File: src/rtl/clk_gate_ctrl.sv
// Clock-gate enable controller with wake settle, round-robin grant and idle linger.
// Optional scan override of CLK_EN via TEST_MODE when CLK_GATE_CTRL_DFT_EN is defined.
module clk_gate_ctrl #(
  parameter int NUM_REQ  = 4,
  parameter int WAKE_CYC = 2,
  parameter int IDLE_CYC = 4
) (
  input  logic               CLK,
  input  logic               RST,
`ifdef CLK_GATE_CTRL_DFT_EN
  input  logic               TEST_MODE,
`endif
  input  logic [NUM_REQ-1:0] REQ,
  output logic [NUM_REQ-1:0] GNT,
  output logic               CLK_EN,
  output logic               BUSY
);

  localparam int MAXC = (WAKE_CYC > IDLE_CYC) ? WAKE_CYC : IDLE_CYC;
  localparam int CW   = $clog2(MAXC + 1);
  localparam int PW   = $clog2(NUM_REQ);

  localparam logic [CW-1:0] WAKE_LD = CW'(WAKE_CYC - 1);
  localparam logic [CW-1:0] IDLE_LD = CW'(IDLE_CYC - 1);
  localparam logic [PW-1:0] LAST    = PW'(NUM_REQ - 1);

  typedef enum logic [1:0] {
    OFF,
    WAKE,
    GRANT,
    LINGER
  } state_t;

  state_t               state_q, state_d;
  logic [CW-1:0]        cnt_q, cnt_d;
  logic [PW-1:0]        ptr_q, ptr_d;
  logic [NUM_REQ-1:0]   gnt_q, gnt_d;
  logic                 en_q, en_d;

  logic [NUM_REQ-1:0]   cand;
  logic [NUM_REQ-1:0]   win_oh;
  logic [PW-1:0]        win_idx;
  logic [PW-1:0]        ptr_nxt;
  logic                 found;
  int                   j;

  // A releasing owner is masked out so it competes only from the next edge.
  always_comb begin
    cand    = (state_q == GRANT) ? (REQ & ~gnt_q) : REQ;
    win_oh  = '0;
    win_idx = '0;
    found   = 1'b0;
    j       = 0;
    for (int i = 0; i < NUM_REQ; i++) begin
      j = int'(ptr_q) + i;
      if (j >= NUM_REQ) j = j - NUM_REQ;
      if (!found && cand[j]) begin
        found      = 1'b1;
        win_oh[j]  = 1'b1;
        win_idx    = PW'(j);
      end
    end
    ptr_nxt = (win_idx == LAST) ? '0 : win_idx + PW'(1);
  end

  always_comb begin
    state_d = state_q;
    cnt_d   = cnt_q;
    ptr_d   = ptr_q;
    gnt_d   = gnt_q;
    en_d    = en_q;
    unique case (state_q)
      OFF: begin
        gnt_d = '0;
        en_d  = 1'b0;
        if (|REQ) begin
          state_d = WAKE;
          en_d    = 1'b1;
          cnt_d   = WAKE_LD;
        end
      end
      WAKE: begin
        en_d  = 1'b1;
        gnt_d = '0;
        if (cnt_q == '0) begin
          if (found) begin
            state_d = GRANT;
            gnt_d   = win_oh;
            ptr_d   = ptr_nxt;
          end else begin
            state_d = LINGER;
            cnt_d   = IDLE_LD;
          end
        end else begin
          cnt_d = cnt_q - CW'(1);
        end
      end
      GRANT: begin
        en_d = 1'b1;
        if (|(REQ & gnt_q)) begin
          gnt_d = gnt_q;
        end else if (found) begin
          gnt_d = win_oh;
          ptr_d = ptr_nxt;
        end else begin
          state_d = LINGER;
          gnt_d   = '0;
          cnt_d   = IDLE_LD;
        end
      end
      LINGER: begin
        en_d  = 1'b1;
        gnt_d = '0;
        if (found) begin
          state_d = GRANT;
          gnt_d   = win_oh;
          ptr_d   = ptr_nxt;
        end else if (cnt_q == '0) begin
          state_d = OFF;
          en_d    = 1'b0;
        end else begin
          cnt_d = cnt_q - CW'(1);
        end
      end
      default: begin
        state_d = OFF;
        gnt_d   = '0;
        en_d    = 1'b0;
      end
    endcase
  end

  always_ff @(posedge CLK) begin
    if (RST) begin
      state_q <= OFF;
      cnt_q   <= '0;
      ptr_q   <= '0;
      gnt_q   <= '0;
      en_q    <= 1'b0;
    end else begin
      state_q <= state_d;
      cnt_q   <= cnt_d;
      ptr_q   <= ptr_d;
      gnt_q   <= gnt_d;
      en_q    <= en_d;
    end
  end

  assign GNT  = gnt_q;
  assign BUSY = (state_q != OFF);

`ifdef CLK_GATE_CTRL_DFT_EN
  assign CLK_EN = en_q | TEST_MODE;
`else
  assign CLK_EN = en_q;
`endif

endmodule

File: config.mk
export PLATFORM = sky130hd
export DESIGN_NAME = clk_gate_ctrl
export DESIGN_NICKNAME = d
export VERILOG_FILES = /design/src/rtl/clk_gate_ctrl.sv
export SDC_FILE = /design/constraint.sdc
export NUM_CORES = 1
export LEC_CHECK = 0
export BUFFER_PORTS_ARGS = -buffer_cell sky130_fd_sc_hd__buf_2
export CAP_MARGIN = 20
export CORE_AREA = 2 2 67 69
export DETAILED_ROUTE_END_ITERATION = 10
export DIE_AREA = 0 0 69 71
export PLACE_DENSITY = 0.42
export SYNTH_ARGS = -nofsm -noshare
export SYNTH_HDL_FRONTEND = slang
export SYNTH_SLANG_ARGS = --single-unit
export TNS_END_PERCENT = 30
File: constraint.sdc
create_clock -name CLK -period 4.55 [get_ports CLK]
set_input_delay 0.455 -clock CLK [delete_from_list [all_inputs] [get_ports CLK]]
set_output_delay 0.455 -clock CLK [all_outputs]
set_load 0.02 [all_outputs]
== Word-level counts from Yosys, hierarchy flattened ==
Index checks and enable logic that the tools add are counted.
Storage, ports and cells
  register bits: 12
  input port bits: 6
  output and inout bits: 6
Operators by class
  add/sub/neg operators: 9
  order comparisons: 12
  eq/ne operators: 11
  muxes and demuxes: 65
  bitwise operators: 6
  reductions and logical operators: 20
Operators by type and width (count)
  $ge A32 B1 Y1 const B: 4
  $lt A32 B4 Y1 const B: 4
  $mux W32: 4
  $mux W4: 8
  $mux W2: 14
  $mux W1: 20
  $mux W3: 6
  $pmux W4 S4: 1
  $ne A2 B2 Y1 const B: 6
  $or A4 B4 Y4: 3
  $pmux W3 S4: 1
  $sub A3 B3 Y4 const B: 3
  $ge A3 B3 Y1 const B: 3
  $and A4 B4 Y4: 2
  $bmux W1 S2: 4
  $demux W1 S2: 4
  $pmux W2 S4: 1
  $reduce_or A4 Y1: 2
  $logic_and A1 B1 Y1: 7
  $add A2 B2 Y3 const B: 2
  $eq A2 B2 Y1 const B: 3
  $pmux W2 S3: 1
  $reduce_and A5 Y1: 1
  $not A4 Y4: 1
  other kinds (16): 18

== Depth between registers and ports, before layout ==
Gate-level depths: netlist of the first run.
  word-level depth: 21
  gate-level depth with buffers: 10

== Worst setup path before layout of the first run ==
No wires, ideal clock.
  path type: flip-flop to flip-flop
  from: register state_q[0]
  to: register cnt_q[2]
  data arrival time: 2.499 ns
  path slack: 1.981 ns
  stages on the path, launching flop included: 11
  path buffers: 1
  period minus slack after synthesis: 2.569 ns
  cell sequence: dfxtp_1 -> inv_1 -> ha_1 -> a21boi_1 -> mux2_4 -> nor4_4 -> buf_6 -> nand2_2 -> a21o_1 -> or4_1 -> a21oi_1
On the way
  cells in the longest elaborated chain, start to end: 18
  elaborated cells between the ends (all ways): 36
Ends and longest elaborated chain
  start: declaration: RTL line 34  | state_t state_q, state_d;
  start signal: assignment: RTL line 141  | state_q <= state_d;
  $eq A2 B2 Y1: RTL line 49, 72
  $mux W4: RTL line 49  | cand = (state_q == GRANT) ? (REQ & ~gnt_q) : REQ;
  $bmux W1 S2: RTL line 57  | if (!found && cand[j]) begin
  $mux W1 (not written as such) (2 in a row): RTL line 57
  $mux W1: RTL line 57
  $logic_not A1 Y1: RTL line 57
  $logic_and A1 B1 Y1: RTL line 57
  $mux W1: RTL line 57
  $logic_not A1 Y1: RTL line 57
  $logic_and A1 B1 Y1: RTL line 57
  $mux W1: RTL line 57
  $logic_not A1 Y1: RTL line 57
  $logic_and A1 B1 Y1: RTL line 57
  $mux W1: RTL line 57
  $mux W3
  $mux W3 (on tied branches)
  $pmux W3 S4: RTL line 72  | unique case (state_q)
  end signal: assignment: RTL line 142  | cnt_q <= cnt_d;
  end: declaration: RTL line 35  | logic [CW-1:0] cnt_q, cnt_d;
Several ways; a longest one is shown, not always the timed one. The select of a mux whose other input is x is not followed.
A chain may end at the register's enable or synchronous reset.

== Final worst setup path of the first run ==
Same ends and word-level chain as after synthesis.

==> results of run 1 <==
[per-layer routing]
layer / vias to the layer above / part of all wire [%]
met5: - / 0
met4: 0 / 2.0
met3: 8 / 4.7
met2: 44 / 44
met1: 543 / 50
li1: 586 / -
[per-stage QoR]
stage               std cells  hold slack [ns]  total power [W]  area (sq um)
CTS                       214           0.4808        0.0007509          1354
global placement          210           0.4783        0.0006361          1299
global route              214           0.4982        0.0008249          1354
detailed placement        210           0.4713        0.0006273          1299
floorplan                 150           0.4488        0.0005297          1209
finish                    214           0.4768        0.0007512          1354
[cell usage after synthesis (2+ instances only)]
| master | number | area share, % |
|---|---|---|
| nand4_1 | 5 | 2.6 |
| o21ai_0 | 8 | 3.3 |
| nor3_1 | 3 | 1.2 |
| nand3_1 | 2 | 0.83 |
| mux2_2 | 2 | 1.9 |
| a31oi_1 | 6 | 3.1 |
| nor2_1 | 12 | 3.7 |
| a21o_1 | 2 | 1.2 |
| dfxtp_1 | 12 | 20 |
| a221o_1 | 4 | 3.3 |
| nand2_1 | 19 | 5.9 |
| a311oi_1 | 2 | 1.4 |
| or4_1 | 2 | 1.2 |
| a22o_1 | 2 | 1.4 |
| ha_1 | 14 | 14 |
| a211oi_1 | 4 | 2.5 |
| buf_6 | 2 | 1.9 |
| a21oi_1 | 12 | 5.0 |
| inv_1 | 9 | 2.8 |
| a21boi_1 | 4 | 2.5 |
| mux2i_1 | 2 | 1.7 |
[state kept, by name (all words and copies together) (netlist names), named ones only]
name / cells
cnt_q: 3
GNT: 4
ptr_q: 1
state_q: 2
CLK_EN: 1
[critical path, stage by stage (launching register included)]
cell      delay, ns
dfxtp_1        0.35
inv_1          0.13
ha_1           0.34
a21boi_1       0.22
mux2_4         0.35
nor4_4         0.59
nand2_2        0.08
a21o_1         0.23
or4_1          0.50
a21oi_1        0.15
[worst max-delay path by stage]
stage / from / end / slack [ns] / cells after the start
2_1_floorplan: state_q[0] / cnt_q[2] / 1.98 / 10
3_3_place_gp: state_q[0] / cnt_q[2] / 1.65 / 9
3_5_place_dp: state_q[0] / cnt_q[2] / 1.56 / 9
4_1_cts: state_q[0] / cnt_q[2] / 1.54 / 9
5_1_grt: state_q[0] / cnt_q[2] / 1.32 / 9
6_report: state_q[0] / cnt_q[2] / 1.52 / 9
[report_power, final]
part	leakage, nW	total (W)	switching (W)	internal [W]
registers	0.0984	0.000176	0.0000423	0.000134
logic	0.433	0.000453	0.000272	0.000181
clock network	0.0288	0.000122	0.0000456	0.0000766
[cell families (layout without fill, tap and decap cells)]
family | count (synthesis) | in the layout | synth area share (%)
compound gates | 48 | 48 | 26.50
simple gates | 54 | 54 | 23.29
xor+xnor | 2 | 2 | 1.450
buf+inv | 13 | 25 | 6.626
flops | 12 | 12 | 19.88
mux | 7 | 7 | 7.763
fa+ha+maj | 14 | 14 | 14.49
[final cells by class]
| cell class | instances | share of cell area, % |
|---|---|---|
| clock buffer | 4 | 4.067 |
| inverter | 10 | 3.697 |
| multi-input combinational | 125 | 65.62 |
| sequential | 12 | 17.74 |
| tap | 52 | 4.806 |
| timing repair buffer | 11 | 4.067 |
==> metrics.md, run 1 <==
| Metric | Value |
|---|---|
| Detailed placement HPWL | `2.331 mm` |
| Distinct cells, synth | `43` |
| Max-slew violation count | `0` |
| Setup crit end kind | `register` |
| Hold Path Class | `register to register` |
| WHS Path Cells | `2` |
| Worst setup margin | `1.523 ns` |
| Crit path max fanout | `11` |
| Final wirelength | `3.036 mm` |
| Clock slew at reported path FFs | `0.06 ns` |
| Post-Syn Nets | `170` |
| Core area | `4204 sq um` |
| MaxCap Viol Count | `0` |
| Layout cell share with drive strength beyond 1 | `16.05%` |
| Sink Count | `12` |
| Via count | `1181` |
| Utilization of the core after routing | `32.20%` |
| Gr usage total | `12.87%` |
| Num rows | `24` |
| Commonest cells after routing, fill and taps aside | `19 x nand2_1, 14 x ha_1, 12 x dfxtp_1, 12 x a21oi_1, 12 x nor2_1` |
| Global route hottest layer | `met1` |
| Longest Clk Path Bufs | `2` |
| Asr flop ratio synth | `0%` |
| Reg2reg path depth | `9` |
| Total Neg Setup Slack | `0 ns` |
| RR Startpoint | `state_q[0]` |
| Die Height | `71 um` |
| Total CTS buffers | `3` |
| Starting Density | `28.75%` |
| Max Clk Rate | `330.4 MHz` |
| Die extent in x | `69 um` |
| Final setup violation count | `0` |
| Period utilisation layout | `66.53%` |
| Setup Buffers After CTS | `0` |
| Drt pass-1 iters | `7` |
| WHS Endpoint | `cnt_q[1]` |
| Crit path launch type | `register` |
| Grt met2 use | `18.38%` |
| Root Buffer | `clkbuf_8` |
| Req. time, crit path | `4.73 ns` |
| R2R Path End | `cnt_q[2]` |
| First DRT Iteration DRCs | `83` |
| IO Pins | `12` |
| Largest net degree at the start of global routing | `12` |
| Yosys warnings | `0` |
| Yosys reg bits | `12` |
| H-tree Lvls | `1` |
| FF-to-FF setup slack | `1.52 ns` |
| RePlAce Congestion | `0.8353` |
| Commonest non-fill, non-tap cell in the layout | `nand2_1` |
| CTS resizes | `0` |
| Vias in the first global route | `1060` |
| Top FF cell, synth | `dfxtp_1` |
| Clock skew | `0.003855 ns` |
| Leakage | `0.5601 nW` |
| Area of the multi-input gates | `888.4 sq um` |
| Post-Syn Area | `1209 sq um` |
| FILL cells | `457` |
| Routed len/inst | `14.19 um` |
| Crit path time final | `3.027 ns` |
| DRC viols | `0` |
| Worst VDD drop | `0.1236 mV` |
| CP arrival | `3.20 ns` |
| RSZ-0062 raised after global routing | `false` |
| Final ANT Viol Nets | `0` |
| First-pass GRT wire length | `5.161 mm` |
| Met1 Use GR | `18.89%` |
| Slew Limit Headroom | `53.83%` |
| GRT overflow | `0` |
| Initial antenna violation count | `0` |
| Vias per cell | `5.519` |
| Worst slew pin tran | `0.6916 ns` |
| Hold buffers post-CTS | `0` |
| CTS tree | `yes` |
| N_diodes | `0` |
| Fin nets | `183` |
| Post-Synthesis Cells | `150` |
| Hold path start | `cnt_q[1]` |
| Post-synthesis sequential area ratio | `19.88%` |
| Reg area | `240.2 sq um` |
| Final Hold Viols | `0` |
| Post-synth EDFFs | `0` |
| Die footprint | `4899 sq um` |
| Global-route met3 utilization | `2.137%` |
| IO Port Bufs | `11` |
| Setup Crit Path Kind | `register to register` |
| P per Cell Area | `554.9 nW/um^2` |
| Status | `complete, no violations` |
| Post-Place Setup Slack | `1.560 ns` |
| Mapped Avg Cell Area | `8.058 sq um` |
| Clk_lat worst skew | `0.25 ns` |
| Synthesis-to-finish area growth | `12.01%` |
No activity file was read; power rests on OpenSTA's default activity.
==> run 2, diff against run 1 <==
clock period = 2.98 ns   (was 4.55 ns; I/O delays follow)
==> run 2 against run 1 <==
Effect of this change: critical path depth unchanged; first-iteration DRC count grew 30%; routed wire length grew 3.5%; clock power up 25%; combinational power up 65%; sequential cell count unchanged; critical endpoint unchanged; highest routed layer unchanged.
==> metrics.md, run 2 (synthesis gave the netlist of run 1 again) <==
| Metric | Value |
|---|---|
| Largest net degree at the start of global routing | `12 (unchanged)` |
| CP max stage cell | `or4_1` |
| Fin nets | `189 (+3.3%)` |
| NetSw | `0.0005547 W (+54%)` |
| Crit path launch type | `register` |
| Sink Count | `12 (unchanged)` |
| Max reg flops | `4 (unchanged)` |
| Commonest cells after routing, fill and taps aside | `19 x nand2_1, 14 x ha_1, 12 x dfxtp_1, 12 x a21oi_1, 12 x nor2_1` |
| First-pass GRT wire length | `5.209 mm (+0.93%)` |
| RSZ-0062 raised after global routing | `false` |
| Critical-path cell list | `inv_1, ha_1, a21boi_1, mux2_2, nor4_4, nand2_2, a21o_1, or4_1, a21oi_1` |
| RePlAce Congestion | `0.8247 (-1.3%)` |
| Die Height | `71 um (unchanged)` |
| Crit path time final | `2.731 ns (-0.2963 ns)` |
| Hold Path Class | `input pin to register` |
| Int Pwr | `0.0005924 W (+51%)` |
| Hold buffers post-CTS | `0 (unchanged)` |
| Starting Density | `28.75% (unchanged)` |
| Comb power frac | `65.3% (+5.0 points)` |
| Max Clk Rate | `366.2 MHz (+11%)` |
| Final ANT Viol Nets | `0 (unchanged)` |
| Leakage | `0.5852 nW (+4.5%)` |
| Req. time, crit path | `3.16 ns (-1.57 ns)` |
| Status | `complete, no violations` |
| Max-slew violation count | `0 (unchanged)` |
| CP startpoint | `state_q[0]` |
| N_diodes | `0 (unchanged)` |
| R2R Path End | `cnt_q[2]` |
| Initial antenna violation count | `0 (unchanged)` |
| Commonest non-fill, non-tap cell in the layout | `nand2_1` |
| Total CTS buffers | `3 (unchanged)` |
| Post-Place Setup Slack | `0.09831 ns (-1.462 ns)` |
| Via count | `1174 (-0.59%)` |
| Detailed placement HPWL | `2.453 mm (+5.3%)` |
| MaxCap Viol Count | `0 (unchanged)` |
| P per Cell Area | `826.0 nW/um^2 (+49%)` |
| Vias in the first global route | `1063 (+0.28%)` |
| Gr usage total | `13.08% (+0.21 points)` |
| IO Port Bufs | `11 (unchanged)` |
| CP arrival | `2.91 ns (-0.29 ns)` |
| Clock network fraction of total power | `13.2% (-3.1 points)` |
| Core area | `4204 sq um (unchanged)` |
| Seq pwr share | `21.5% (-1.9 points)` |
| Synthesis-to-finish area growth | `14.91%` |
| Sw Share | `48.36% (+0.48 points)` |
| Crit path max fanout | `6 (-5)` |
| Period utilisation layout | `91.63% (+25 points)` |
| Worst setup margin | `0.2493 ns (-1.274 ns)` |
| Reg2reg path depth | `9 (unchanged)` |
| GRT overflow | `0 (unchanged)` |
| FILL cells | `449 (-1.8%)` |
| Total Neg Setup Slack | `0 ns (unchanged)` |
| Die footprint | `4899 sq um (unchanged)` |
| Root Buffer | `clkbuf_8` |
| Final Hold Viols | `0 (unchanged)` |
| Slew Limit Headroom | `71.39% (+18 points)` |
| Setup Crit Path Kind | `register to register` |
| Final wirelength | `3.143 mm (+3.5%)` |
| Num rows | `24 (unchanged)` |
| Longest Clk Path Bufs | `2 (unchanged)` |
| FF-to-FF setup slack | `0.25 ns (-1.27 ns)` |
| Final total power | `0.001147 W (+53%)` |
| RR Startpoint | `state_q[0]` |
| Die extent in x | `69 um (unchanged)` |
| Vias per cell | `5.361 (-2.9%)` |
| Worst VDD drop | `0.1724 mV (+39%)` |
| Drt pass-1 iters | `4 (-3)` |
| Clock skew | `0.006223 ns (+0.002368 ns)` |
| Clk_lat worst skew | `0.24 ns (about the same)` |
| Clock slew at reported path FFs | `0.06 ns (about the same)` |
| End point of the critical path | `cnt_q[2]` |
| Worst slew pin tran | `0.4247 ns (-0.2670 ns)` |
| CTS tree | `yes` |
| Final setup violation count | `0 (unchanged)` |
| First DRT Iteration DRCs | `108 (+30%)` |
| Setup crit end kind | `register` |
| IO Pins | `12 (unchanged)` |
| H-tree Lvls | `1 (unchanged)` |
| CP max stage delay | `0.51 ns (-0.08 ns)` |
| Layout cell share with drive strength beyond 1 | `19.16% (+3.1 points)` |
| Routed len/inst | `14.35 um (+1.2%)` |
| DRC viols | `0 (unchanged)` |
-- run 2: cell types whose count changed in the layout (fill, tap and decap cells not counted) --
cell | before | now
a21boi_1 | 4 | 3
clkbuf_8 | 4 | 3
a21boi_2 | 0 | 1
buf_4 | 0 | 6
-- run 2: layer usage --
layer / global-route usage, % / vias up / wire length [um]
met3: 2.564 / 2 / 91
met5: 0 / - / 0
li1: - / 594 / -
met2: 19.76 / 27 / 1420
met4: 4.139 / 0 / 26
met1: 18.73 / 551 / 1604
-- run 2: worst min path at each step --
stage / startpoint / endpoint / slack, ns / cells past startpoint
after floorplan: cnt_q[1] / cnt_q[1] / 0.45 / 2
after global placement: cnt_q[1] / cnt_q[1] / 0.48 / 2
after detailed placement: cnt_q[1] / cnt_q[1] / 0.48 / 2
after CTS: RST / cnt_q[2] / 0.39 / 2
after global routing: RST / register / 0.40 / 2
final: RST / cnt_q[2] / 0.38 / 2
-- run 2: through the flow --
| step | utilization, % | area [sq um] | hold slack [ns] | std cells |
|---|---|---|---|---|
| floorplan | - | 1209 | 0.4488 | 150 |
| global placement | 31.61 | 1329 | 0.4784 | 214 |
| detailed placement | 31.61 | 1329 | 0.4772 | 214 |
| CTS | 32.59 | 1370 | 0.3946 | 217 |
| global route | 33.04 | 1389 | 0.4035 | 219 |
| finish | 33.04 | 1389 | 0.3806 | 219 |
-- run 2: critical path, delay by kind of cell, from the launching register on --
family                     cells  cell delay (ns)
and+or+nand+nor                3             1.01
AOI/OAI and AO/OA              3             0.53
muxes                          1             0.35
DFF                            1             0.34
adders and majority gates      1             0.29
buffers and inverters          1             0.13
-- run 2: power groups by stage --
| stage | Sequential, W | Combinational, W | Clock [W] |
|---|---|---|---|
| floorplan | 0.000258 | 0.000551 | 0 |
| global placement | 0.000250 | 0.000750 | 0 |
| detailed placement | 0.000250 | 0.000734 | 0 |
| CTS | 0.000246 | 0.000741 | 0.000157 |
| global route | 0.000253 | 0.000839 | 0.000164 |
| finish | 0.000247 | 0.000749 | 0.000152 |
-- run 2: layout make-up --
class	count	area, sq um	share of cell area, %
inverter	10	50.05	3.604
sequential	12	240.2	17.30
clock buffer	3	41.29	2.973
timing repair buffer	17	100.1	7.207
tap	52	65.06	4.685
multi-input combinational	125	892.1	64.23
-- run 2: timing repair --
action,CTS,global route
buffers inserted,0,2
gates resized for setup,0,1
setup endpoints to repair,0,6
==> run 3, diff against run 2 <==
CORE_AREA = 2 2 53 55   (was 2 2 67 69)
DIE_AREA = 0 0 55 57   (was 0 0 69 71)
PLACE_DENSITY = 0.63   (was 0.42)
==> run 3 against run 2 <==
Effect of this change: clock power shrank 13%; sequential power grew 2%; maximum frequency shrank 1.9%; final cell count shrank 9.6%; utilization grew 19 points; non-clock buffer count shrank 1; sequential share of layout area grew 0.40 points; register-to-register slack lost 0.05 ns; first-iteration DRC count shrank 57%; routed wire length shrank 5.0%; combinational power shrank 1%; worst setup slack lost 0.054 ns; critical endpoint is now GNT[3].
==> metrics.md, run 3 (synthesis gave the netlist of run 1 again) <==
| Metric | Value |
|---|---|
| Critical-path cell list | `inv_1, ha_1, a21boi_1, mux2_1, nor4_4, or4_2, nor2_1, a221o_1` |
| Crit path max fanout | `7 (+1)` |
| CP max stage cell | `or4_2` |
| Final Hold Viols | `0 (unchanged)` |
| Gr usage total | `21.15% (+8.1 points)` |
| Detailed placement HPWL | `2.325 mm (-5.2%)` |
| Longest Clk Path Bufs | `2 (unchanged)` |
| Status | `complete, no violations` |
| Synthesis-to-finish area growth | `12.32%` |
| Routed len/inst | `15.08 um (+5.1%)` |
| P per Cell Area | `827.8 nW/um^2 (+0.22%)` |
| Total CTS buffers | `3 (unchanged)` |
| Worst slew pin tran | `0.5043 ns (+0.07967 ns)` |
| MaxCap Viol Count | `0 (unchanged)` |
| First-pass GRT wire length | `5.002 mm (-4.0%)` |
| Crit path time final | `2.784 ns (+0.05358 ns)` |
| N_diodes | `0 (unchanged)` |
| Max-slew violation count | `0 (unchanged)` |
| RePlAce Congestion | `0.8643 (+4.8%)` |
| Root Buffer | `clkbuf_4` |
| Clock slew at reported path FFs | `0.08 ns (+0.02 ns)` |
| Final ANT Viol Nets | `0 (unchanged)` |
| Final setup violation count | `0 (unchanged)` |
| Period utilisation layout | `93.43% (+1.8 points)` |
| Fin nets | `188 (-0.53%)` |
| Commonest non-fill, non-tap cell in the layout | `nand2_1` |
| H-tree Lvls | `1 (unchanged)` |
| CP max stage delay | `0.70 ns (+0.19 ns)` |
| Crit path launch type | `register` |
| Hold Path Class | `input pin to register` |
| First DRT Iteration DRCs | `46 (-57%)` |
| CP arrival | `3.02 ns (+0.11 ns)` |
| Vias in the first global route | `1180 (+11%)` |
| Final wirelength | `2.986 mm (-5.0%)` |
| Num rows | `19 (-21%)` |
| Clk_lat worst skew | `0.29 ns (+0.05 ns)` |
| Total Neg Setup Slack | `0 ns (unchanged)` |
| Req. time, crit path | `3.22 ns (+0.06 ns)` |
| Commonest cells after routing, fill and taps aside | `19 x nand2_1, 14 x ha_1, 12 x dfxtp_1, 12 x a21oi_1, 12 x nor2_1` |
| Core area | `2615 sq um (-38%)` |
| Reg2reg path depth | `8 (-1)` |
| Die Height | `57 um (-20%)` |
| Drt pass-1 iters | `4 (unchanged)` |
| Initial antenna violation count | `0 (unchanged)` |
| Die extent in x | `55 um (-20%)` |
| Max Clk Rate | `359.2 MHz (-1.9%)` |
| Layout cell share with drive strength beyond 1 | `20.36% (+1.2 points)` |
| WHS Path Cells | `2 (unchanged)` |
| Worst VDD drop | `0.4326 mV (+150%)` |
| Die footprint | `3135 sq um (-36%)` |
| Setup crit end kind | `register` |
| DRC viols | `0 (unchanged)` |
| GRT overflow | `0 (unchanged)` |
| Final instance area | `1358 sq um (-2.3%)` |
| CTS tree | `yes` |
| RSZ-0062 raised after global routing | `false` |
| Setup Crit Path Kind | `register to register` |
| Largest net degree at the start of global routing | `11 (-1)` |
| IO Pins | `12 (unchanged)` |
| Slew Limit Headroom | `66.33% (-5.1 points)` |
| Starting Density | `46.22% (+17 points)` |
| Leakage | `0.5804 nW (-0.82%)` |
| Post-placement cell area | `1303 sq um (-2.0%)` |
| Clock skew | `0.009909 ns (+0.003686 ns)` |
| Via count | `1181 (+0.60%)` |
| Vias per cell | `5.965 (+11%)` |
| Max reg flops | `4 (unchanged)` |
| Sink Count | `12 (unchanged)` |
| IO Port Bufs | `11 (unchanged)` |
-- run 3: worst paths after layout --
check	to	slack, ns	from
hold reg to reg	cnt_q[1]	0.48	cnt_q[1]
setup / recovery	GNT[3]	0.20	state_q[0]
setup reg to reg	GNT[3]	0.20	state_q[0]
hold / removal	cnt_q[1]	0.31	RST
-- run 3: metrics by stage --
stage | cells | power (W) | hold WS [ns] | util (%) | worst slack, ns
2_1_floorplan | 150 | 0.0008088 | 0.4488 | - | 0.4114
3_3_place_gp | 193 | 0.0009599 | 0.4673 | 49.81 | 0.3165
3_5_place_dp | 193 | 0.0009785 | 0.4646 | 49.81 | 0.1534
4_1_cts | 197 | 0.001112 | 0.3291 | 51.20 | 0.1355
5_1_grt | 198 | 0.001230 | 0.3264 | 51.91 | 0.004494
6_report | 198 | 0.001124 | 0.3130 | 51.91 | 0.1957
-- run 3: routing by layer --
metal	up-vias	GRT usage, %	share of wire [%]
li1	591	-	-
met1	555	25.61	44
met2	30	35.71	51
met3	5	2.094	2.7
met4	0	11.15	1.9
met5	-	0	0
-- run 3: power by group --
part	switching (W)	internal, W
registers	0.0000479	0.000204
logic	0.000444	0.000295
clock network	0.0000586	0.0000745
total	0.000550	0.000574
-- run 3: cell type report --
cell class              instances  area [sq um]
clock buffers                   4         36.28
fillers                       270          1257
inverters                      10         50.05
multi-input cells             125         899.6
flip-flops and latches         12         240.2
well taps                      31         38.79
repair buffers                 16         92.59
-- run 3: worst max-delay path: cells and delay by family (launching register included) --
| family | cells | cell delay [ns] |
|---|---|---|
| AO/OA/AOI/OAI | 2 | 0.56 |
| adder cells (fa/ha/maj) | 1 | 0.30 |
| flip-flops | 1 | 0.41 |
| AND/OR/NAND/NOR | 3 | 1.05 |
| multiplexers | 1 | 0.31 |
| buffers and inverters | 1 | 0.12 |
-- run 3: timing repair --
action | in CTS | in global routing
buffers inserted | 0 | 1
hold buffers | 0 | 0
endpoints found under the setup margin | 0 | 5
gates resized for setup | 0 | 3
